<file path="config.mk">
export PLATFORM = sky130hd
export DESIGN_NAME = user_str_fifo
export DESIGN_NICKNAME = d
export VERILOG_FILES = /design/src/rtl/user_str_pkg.sv /design/src/rtl/user_str_fifo_ram.sv /design/src/rtl/user_str_fifo.sv
export SDC_FILE = /design/constraint.sdc
export NUM_CORES = 1
export LEC_CHECK = 0
export BUFFER_PORTS_ARGS = -buffer_cell sky130_fd_sc_hd__buf_4
export CAP_MARGIN = 0
export CORE_MARGIN = 2
export CORE_UTILIZATION = 60
export CTS_BUF_LIST = sky130_fd_sc_hd__clkbuf_8
export DETAILED_ROUTE_END_ITERATION = 6
export PLACE_DENSITY = 0.78
export SYNTH_ARGS = -nofsm -noshare
export SYNTH_HDL_FRONTEND = slang
export SYNTH_SLANG_ARGS = --single-unit
</file>
<file path="constraint.sdc">
create_clock -name i_user_clk -period 8.4 [get_ports i_user_clk]
set_input_delay 0.42 -clock i_user_clk [delete_from_list [all_inputs] [get_ports i_user_clk]]
set_output_delay 0.42 -clock i_user_clk [all_outputs]
set_load 0.01 [all_outputs]
</file>
<file path="src/rtl/user_str_pkg.sv">
// Shared definitions for the user stream FIFO: register map, STATUS layout
// and interrupt FSM encoding.
package user_str_pkg;

  localparam logic [3:0] OFS_LEN    = 4'h0;
  localparam logic [3:0] OFS_CNT    = 4'h4;
  localparam logic [3:0] OFS_STATUS = 4'h8;
  localparam logic [3:0] OFS_CTRL   = 4'hC;

  localparam int unsigned STATUS_FULL_BIT  = 9;
  localparam int unsigned STATUS_EMPTY_BIT = 8;
  localparam int unsigned STATUS_FILL_W    = 8;
  localparam int unsigned CTRL_FLUSH_BIT   = 0;

  typedef enum logic [1:0] {
    ST_IDLE  = 2'd0,
    ST_ARMED = 2'd1,
    ST_PEND  = 2'd2
  } intr_state_e;

  function automatic logic [31:0] pack_status(input logic                     full,
                                              input logic                     empty,
                                              input logic [STATUS_FILL_W-1:0] fill);
    logic [31:0] s;
    s                      = '0;
    s[STATUS_FULL_BIT]     = full;
    s[STATUS_EMPTY_BIT]    = empty;
    s[STATUS_FILL_W-1:0]   = fill;
    return s;
  endfunction

endpackage

</file>
<file path="src/rtl/user_str_fifo_ram.sv">
// DEPTH x WIDTH storage with one synchronous write port and one asynchronous
// read port, shaped to map onto distributed RAM.
module user_str_fifo_ram #(
  parameter int unsigned DEPTH = 16,
  parameter int unsigned WIDTH = 64,
  localparam int unsigned AW   = $clog2(DEPTH)
) (
  input  logic             clk_i,
  input  logic             we_i,
  input  logic [AW-1:0]    waddr_i,
  input  logic [WIDTH-1:0] wdata_i,
  input  logic [AW-1:0]    raddr_i,
  output logic [WIDTH-1:0] rdata_o
);

  logic [WIDTH-1:0] mem_q [DEPTH];

  // NOTE: the array has no reset; clearing it would block RAM inference, and
  // the FIFO's empty flag already hides stale contents.
  always_ff @(posedge clk_i) begin
    if (we_i) begin
      mem_q[waddr_i] <= wdata_i;
    end
  end

  assign rdata_o = mem_q[raddr_i];

endmodule

</file>
<file path="src/rtl/user_str_fifo.sv">
// First-word-fall-through stream FIFO with a small register window for block
// length, pop count, status, flush and a block-complete interrupt.
module user_str_fifo
  import user_str_pkg::*;
#(
  parameter int unsigned DEPTH     = 16,
  parameter logic [19:0] BASE_ADDR = 20'h00100
) (
  input  logic        i_user_clk,
  input  logic        i_rst,
  input  logic        i_pcie_str_data_valid,
  output logic        o_pcie_str_ack,
  input  logic [63:0] i_pcie_str_data,
  output logic        o_user_str_data_valid,
  input  logic        i_user_str_ack,
  output logic [63:0] o_user_str_data,
  input  logic [19:0] i_user_addr,
  input  logic [31:0] i_user_data,
  input  logic        i_user_wr_req,
  input  logic        i_user_rd_req,
  output logic [31:0] o_user_data,
  output logic        o_user_rd_ack,
  output logic        o_intr_req,
  input  logic        i_intr_ack
);

  localparam int unsigned AW       = $clog2(DEPTH);
  localparam logic [AW:0] FULL_LVL = (AW+1)'(DEPTH);

  logic [AW-1:0] wr_ptr_q, wr_ptr_d;
  logic [AW-1:0] rd_ptr_q, rd_ptr_d;
  logic [AW:0]   fill_q, fill_d;
  logic [31:0]   len_q, len_d;
  logic [31:0]   cnt_q, cnt_d;
  logic [31:0]   rd_data_q;
  logic          rd_ack_q;
  intr_state_e   state_q;
  logic          intr_req_q;

  logic          full, empty, push, pop;
  logic          in_window, len_wr, flush;
  logic [63:0]   ram_rdata;

  assign full  = (fill_q == FULL_LVL);
  assign empty = (fill_q == '0);
  assign pop   = !empty && i_user_str_ack;
  // A pop frees a slot in the same cycle, so a full FIFO still accepts.
  assign push  = i_pcie_str_data_valid && (!full || pop);

  assign in_window = (i_user_addr[19:4] == BASE_ADDR[19:4]);
  assign len_wr    = i_user_wr_req && in_window && (i_user_addr[3:0] == OFS_LEN);
  assign flush     = i_user_wr_req && in_window && (i_user_addr[3:0] == OFS_CTRL)
                     && i_user_data[CTRL_FLUSH_BIT];

  user_str_fifo_ram #(
    .DEPTH (DEPTH),
    .WIDTH (64)
  ) u_ram (
    .clk_i   (i_user_clk),
    .we_i    (push && !flush && i_rst),
    .waddr_i (wr_ptr_q),
    .wdata_i (i_pcie_str_data),
    .raddr_i (rd_ptr_q),
    .rdata_o (ram_rdata)
  );

  // NOTE: every variable gets its hold value first, so no path can infer a latch.
  always_comb begin
    wr_ptr_d = wr_ptr_q;
    rd_ptr_d = rd_ptr_q;
    fill_d   = fill_q;
    len_d    = len_q;
    cnt_d    = cnt_q;

    if (flush) begin
      wr_ptr_d = '0;
      rd_ptr_d = '0;
      fill_d   = '0;
    end else begin
      if (push) wr_ptr_d = wr_ptr_q + AW'(1);
      if (pop)  rd_ptr_d = rd_ptr_q + AW'(1);
      unique case ({push, pop})
        2'b10:   fill_d = fill_q + (AW+1)'(1);
        2'b01:   fill_d = fill_q - (AW+1)'(1);
        default: fill_d = fill_q;
      endcase
    end

    if (len_wr) len_d = i_user_data;

    if (flush || len_wr) begin
      cnt_d = '0;
    end else if (pop && (cnt_q != '1)) begin
      cnt_d = cnt_q + 32'd1;
    end
  end

  // NOTE: sequential state uses non-blocking assignments so every register
  // samples pre-edge values regardless of block ordering.
  always_ff @(posedge i_user_clk) begin
    if (!i_rst) begin
      wr_ptr_q <= '0;
      rd_ptr_q <= '0;
      fill_q   <= '0;
      len_q    <= '0;
      cnt_q    <= '0;
    end else begin
      wr_ptr_q <= wr_ptr_d;
      rd_ptr_q <= rd_ptr_d;
      fill_q   <= fill_d;
      len_q    <= len_d;
      cnt_q    <= cnt_d;
    end
  end

  // Register reads return pre-edge state one cycle after the strobe.
  always_ff @(posedge i_user_clk) begin
    if (!i_rst) begin
      rd_ack_q  <= 1'b0;
      rd_data_q <= '0;
    end else begin
      rd_ack_q  <= i_user_rd_req;
      rd_data_q <= '0;
      if (i_user_rd_req && in_window) begin
        unique case (i_user_addr[3:0])
          OFS_LEN:    rd_data_q <= len_q;
          OFS_CNT:    rd_data_q <= cnt_q;
          OFS_STATUS: rd_data_q <= pack_status(full, empty, STATUS_FILL_W'(fill_q));
          default:    rd_data_q <= '0;
        endcase
      end
    end
  end

  // A LEN write outranks a same-cycle completing pop.
  always_ff @(posedge i_user_clk) begin
    if (!i_rst) begin
      state_q    <= ST_IDLE;
      intr_req_q <= 1'b0;
    end else if (len_wr) begin
      state_q    <= (i_user_data != '0) ? ST_ARMED : ST_IDLE;
      intr_req_q <= 1'b0;
    end else begin
      unique case (state_q)
        ST_IDLE: begin
          intr_req_q <= 1'b0;
        end
        ST_ARMED: begin
          if (pop && (cnt_d == len_q)) begin
            state_q    <= ST_PEND;
            intr_req_q <= 1'b1;
          end
        end
        ST_PEND: begin
          if (i_intr_ack) begin
            state_q    <= ST_IDLE;
            intr_req_q <= 1'b0;
          end
        end
        default: begin
          state_q    <= ST_IDLE;
          intr_req_q <= 1'b0;
        end
      endcase
    end
  end

  // Outputs are forced low for the whole time reset is held, not just after the edge.
  assign o_pcie_str_ack        = i_rst && push;
  assign o_user_str_data_valid = i_rst && !empty;
  assign o_user_str_data       = (i_rst && !empty) ? ram_rdata : '0;
  assign o_user_data           = i_rst ? rd_data_q : '0;
  assign o_user_rd_ack         = i_rst && rd_ack_q;
  assign o_intr_req            = i_rst && intr_req_q;

endmodule

</file>
==> results.ini <==
[logic_synthesis]
yosysTopAreaCellShare_pct = 68.29
synth_top_area_cell = edfxtp_1
synthArstFlopShare_pct = 0
synth_edf_count = 1024
syn_nets = 2412
synth_warnings = 0
synth_area_per_cell_um2 = 19.77
synth_cell_types = 72
ys_ff_latch = 1141
ys.flop_type = edfxtp_1
ys_top_cells_by_count = edfxtp_1 (1024), mux4_2 (321), dfxtp_1 (117), nor2_1 (105), nand2_1 (93)
yosysSeqAreaShare_pct = 73.50
synth.most_common_cell = edfxtp_1
synthTopCellsByArea = edfxtp_1 (68%), mux4_2 (16%), dfxtp_1 (5.2%), nor2b_1 (0.97%), nor2_1 (0.88%)
netlist_area_mm2 = 0.04503
netlist_instances = 2278

[routing]
vias_per_cell = 6.344
drc = 0
vias = 23950
antenna_left = 0
drt-initial-drc-count = 2458
drt-total-wl_mm = 102.2
wire_per_inst_um = 27.08
first_pass_iters = 5

[critical_path]
cp.required_ns = 7.98
cp_top_family = buffers and inverters
cp_slowest_cell = buf_12
worst-path-buf-inv = 3
end_kind = output port
worstPathArrival_ns = 4.51
worstPathMaxFanout = 180
critical_path_class = reg2out
start_kind = register
crit_chain = buf_4 -> buf_12 -> mux4_2 -> mux4_2 -> nor2b_1 -> buf_4
cpPeakStageDelay_ns = 0.84

[power_and_ir_drop]
intPower_uw = 9293
combPwrFrac_pct = 15.8
vdd_drop_max_mv = 0.2208
power_switching_uw = 3090
power.leakage_uw = 0.01660
swShare_pct = 24.96
pwr_density_cell_mw_per_mm2 = 238.9
seq_power_share_pct = 51.2
clockPowerShare_pct = 33.0

[clock_network]
clock_sinks = 1141
clkTransAtPathRegs_ns = 0.06
clk-insertion-delay-late_ns = 0.83
cts_tree = yes
clockBufferDepth = 3
post-cts-setup-buffer-count = 0
cts_htree_levels = 4
cts_resized = 0
cts_inserted_buffers = 171
cts-root-buf = clkbuf_8
cts_hold_buf = 98

[grt]
grt_pass1_vias = 24760
grt_pass1_wl_mm = 152.3
grt_max_degree = 181
overflow = 0
antenna_found_initial = 5
grtUsageTotal_pct = 26.88

[flow_run]
drv_cap = 0

[sta]
maxSlewHeadroom_pct = 19.53
fin_tns_setup_ns = 0
period_needed_ns = 4.932
rsz0062_at_grt = false
slew_viol_final = 0
finalHoldViolCount = 0
clock_skew_ns = 0.02901
setup_violations = 0
worst_pin_slew_ns = 1.204
period_share_pct = 58.72
timing.fmax_ghz = 0.2027

[placement]
dp_cells = 3379
gp_congestion = 0.9030
dp.final_hpwl_mm = 53.70
postPlaceCellArea_mm2 = 0.04779
io_buffers = 222

[worst_hold_path]
hold_class = in2reg

[outcome]
status = finished, final reports clean

[layout]
fillers = 4455
final_cell_count_no_fill = 3775
fin_area_mm2 = 0.05183
final_core_util_pct = 69.74
drive_gt1_share_pct = 29.25
area_growth_pct = 15.11
nNetsFinal = 2815

[die]
boundaryPins = 223
dieArea_mm2 = 0.07725
core_mm2 = 0.07432
die_y_um = 277.9
die_x_um = 277.9
row_count = 100
initial_core_util_pct = 60.58

## kinds of logic (layout without fill, tap and decap cells)
logic type,after synthesis,in the layout,synth area share (%)
multiplexers,331,331,16.28
adder cells (fa/ha/maj),11,11,0.3223
XOR/XNOR,48,48,0.9810
AND/OR/NAND/NOR,465,465,5.552
flip-flops,1141,1141,73.50
buffers and inverters,133,658,1.150
other,0,3,0
AO/OA/AOI/OAI,149,149,2.220
## final cells by class
type                            count  area, um^2  area share [%]
Sequential cell                  1141       33110           63.88
Inverter                           11       41.29         0.07966
Timing Repair Buffer              352        2925           5.644
Multi-Input combinational cell   1004       11480           22.16
Clock buffer                      175        2409           4.647
Clock inverter                    120       643.1           1.241
Tap cell                          969        1212           2.339
Antenna cell                        3       7.507         0.01448
## metrics by stage
stage	hold slack, ns	power (uW)	setup slack (ns)
floorplan	0.4544	7695	2.379
global placement	0.4734	8335	4.355
detailed placement	0.4872	8384	4.336
CTS	0.0005290	12470	3.441
global route	0.04437	12830	3.342
finish	0.05973	12380	3.468
## power by group through the flow
stage                     clock network, uW  registers, uW  logic (uW)
final                                  4090           6340        1950
after global routing                   4400           6350        2080
after CTS                              4160           6340        1970
after detailed placement                  0           6460        1920
after global placement                    0           6450        1880
after floorplan                           0           6400        1300
## metal layers
layer  wire, um  GRT usage [%]  vias up
met3       8068          5.348      197
li1           -              -    10130
met1      38820          35.35    12510
met4       2604          9.619        4
met2      52710          45.33     1115
met5         25              0        -
## worst paths after layout
kind / startpoint / endpoint / slack [ns] / depth (start not counted)
worst min register to register: rd_ptr_q[1]$_SDFFE_PP0N_ / register / 0.51 / 2
worst max-delay path: register / o_user_str_data[50] / 3.47 / 6
worst min-delay path: i_rst / state_q[1]$_SDFFE_PN0P_ / 0.06 / 3
worst max register to register: cnt_q[21]$_SDFF_PN0_ / state_q[0]$_SDFFE_PN0P_ / 4.52 / 9
## state kept, by name, indices dropped and copies added (netlist names), named ones only
register,cells
u_ram.mem_q,1024
cnt_q,32
len_q,32
rd_data_q,32
fill_q,5
rd_ptr_q,4
wr_ptr_q,4
state_q,2
intr_req_q,1
rd_ack_q,1
## placed cells by master (no fill, tap or decap), drive strengths merged, types with 8 or more instances in the layout
cell            n
and2           56
nor4           20
clkinv         55
dfxtp         117
a2111oi         8
nand4          22
nand2          93
nor3           17
clkbuf        175
ha             10
mux4          321
xnor2          26
mux2i          10
nor2          105
xor2           21
nand3          26
inv            66
edfxtp       1024
nor2b          70
and4            9
a21oi          58
o21ai          18
buf           254
and3            8
a22oi          25
dlygate4sd3    98
## worst reg2reg max path: cells and delay by family, from the launching register on
kind | cells | cell delay [ns]
muxes | 1 | 0.49
and+or+nand+nor | 4 | 1.44
DFF | 1 | 0.54
AOI/OAI and AO/OA | 4 | 1.32
Power figures use the tool's default switching activity.
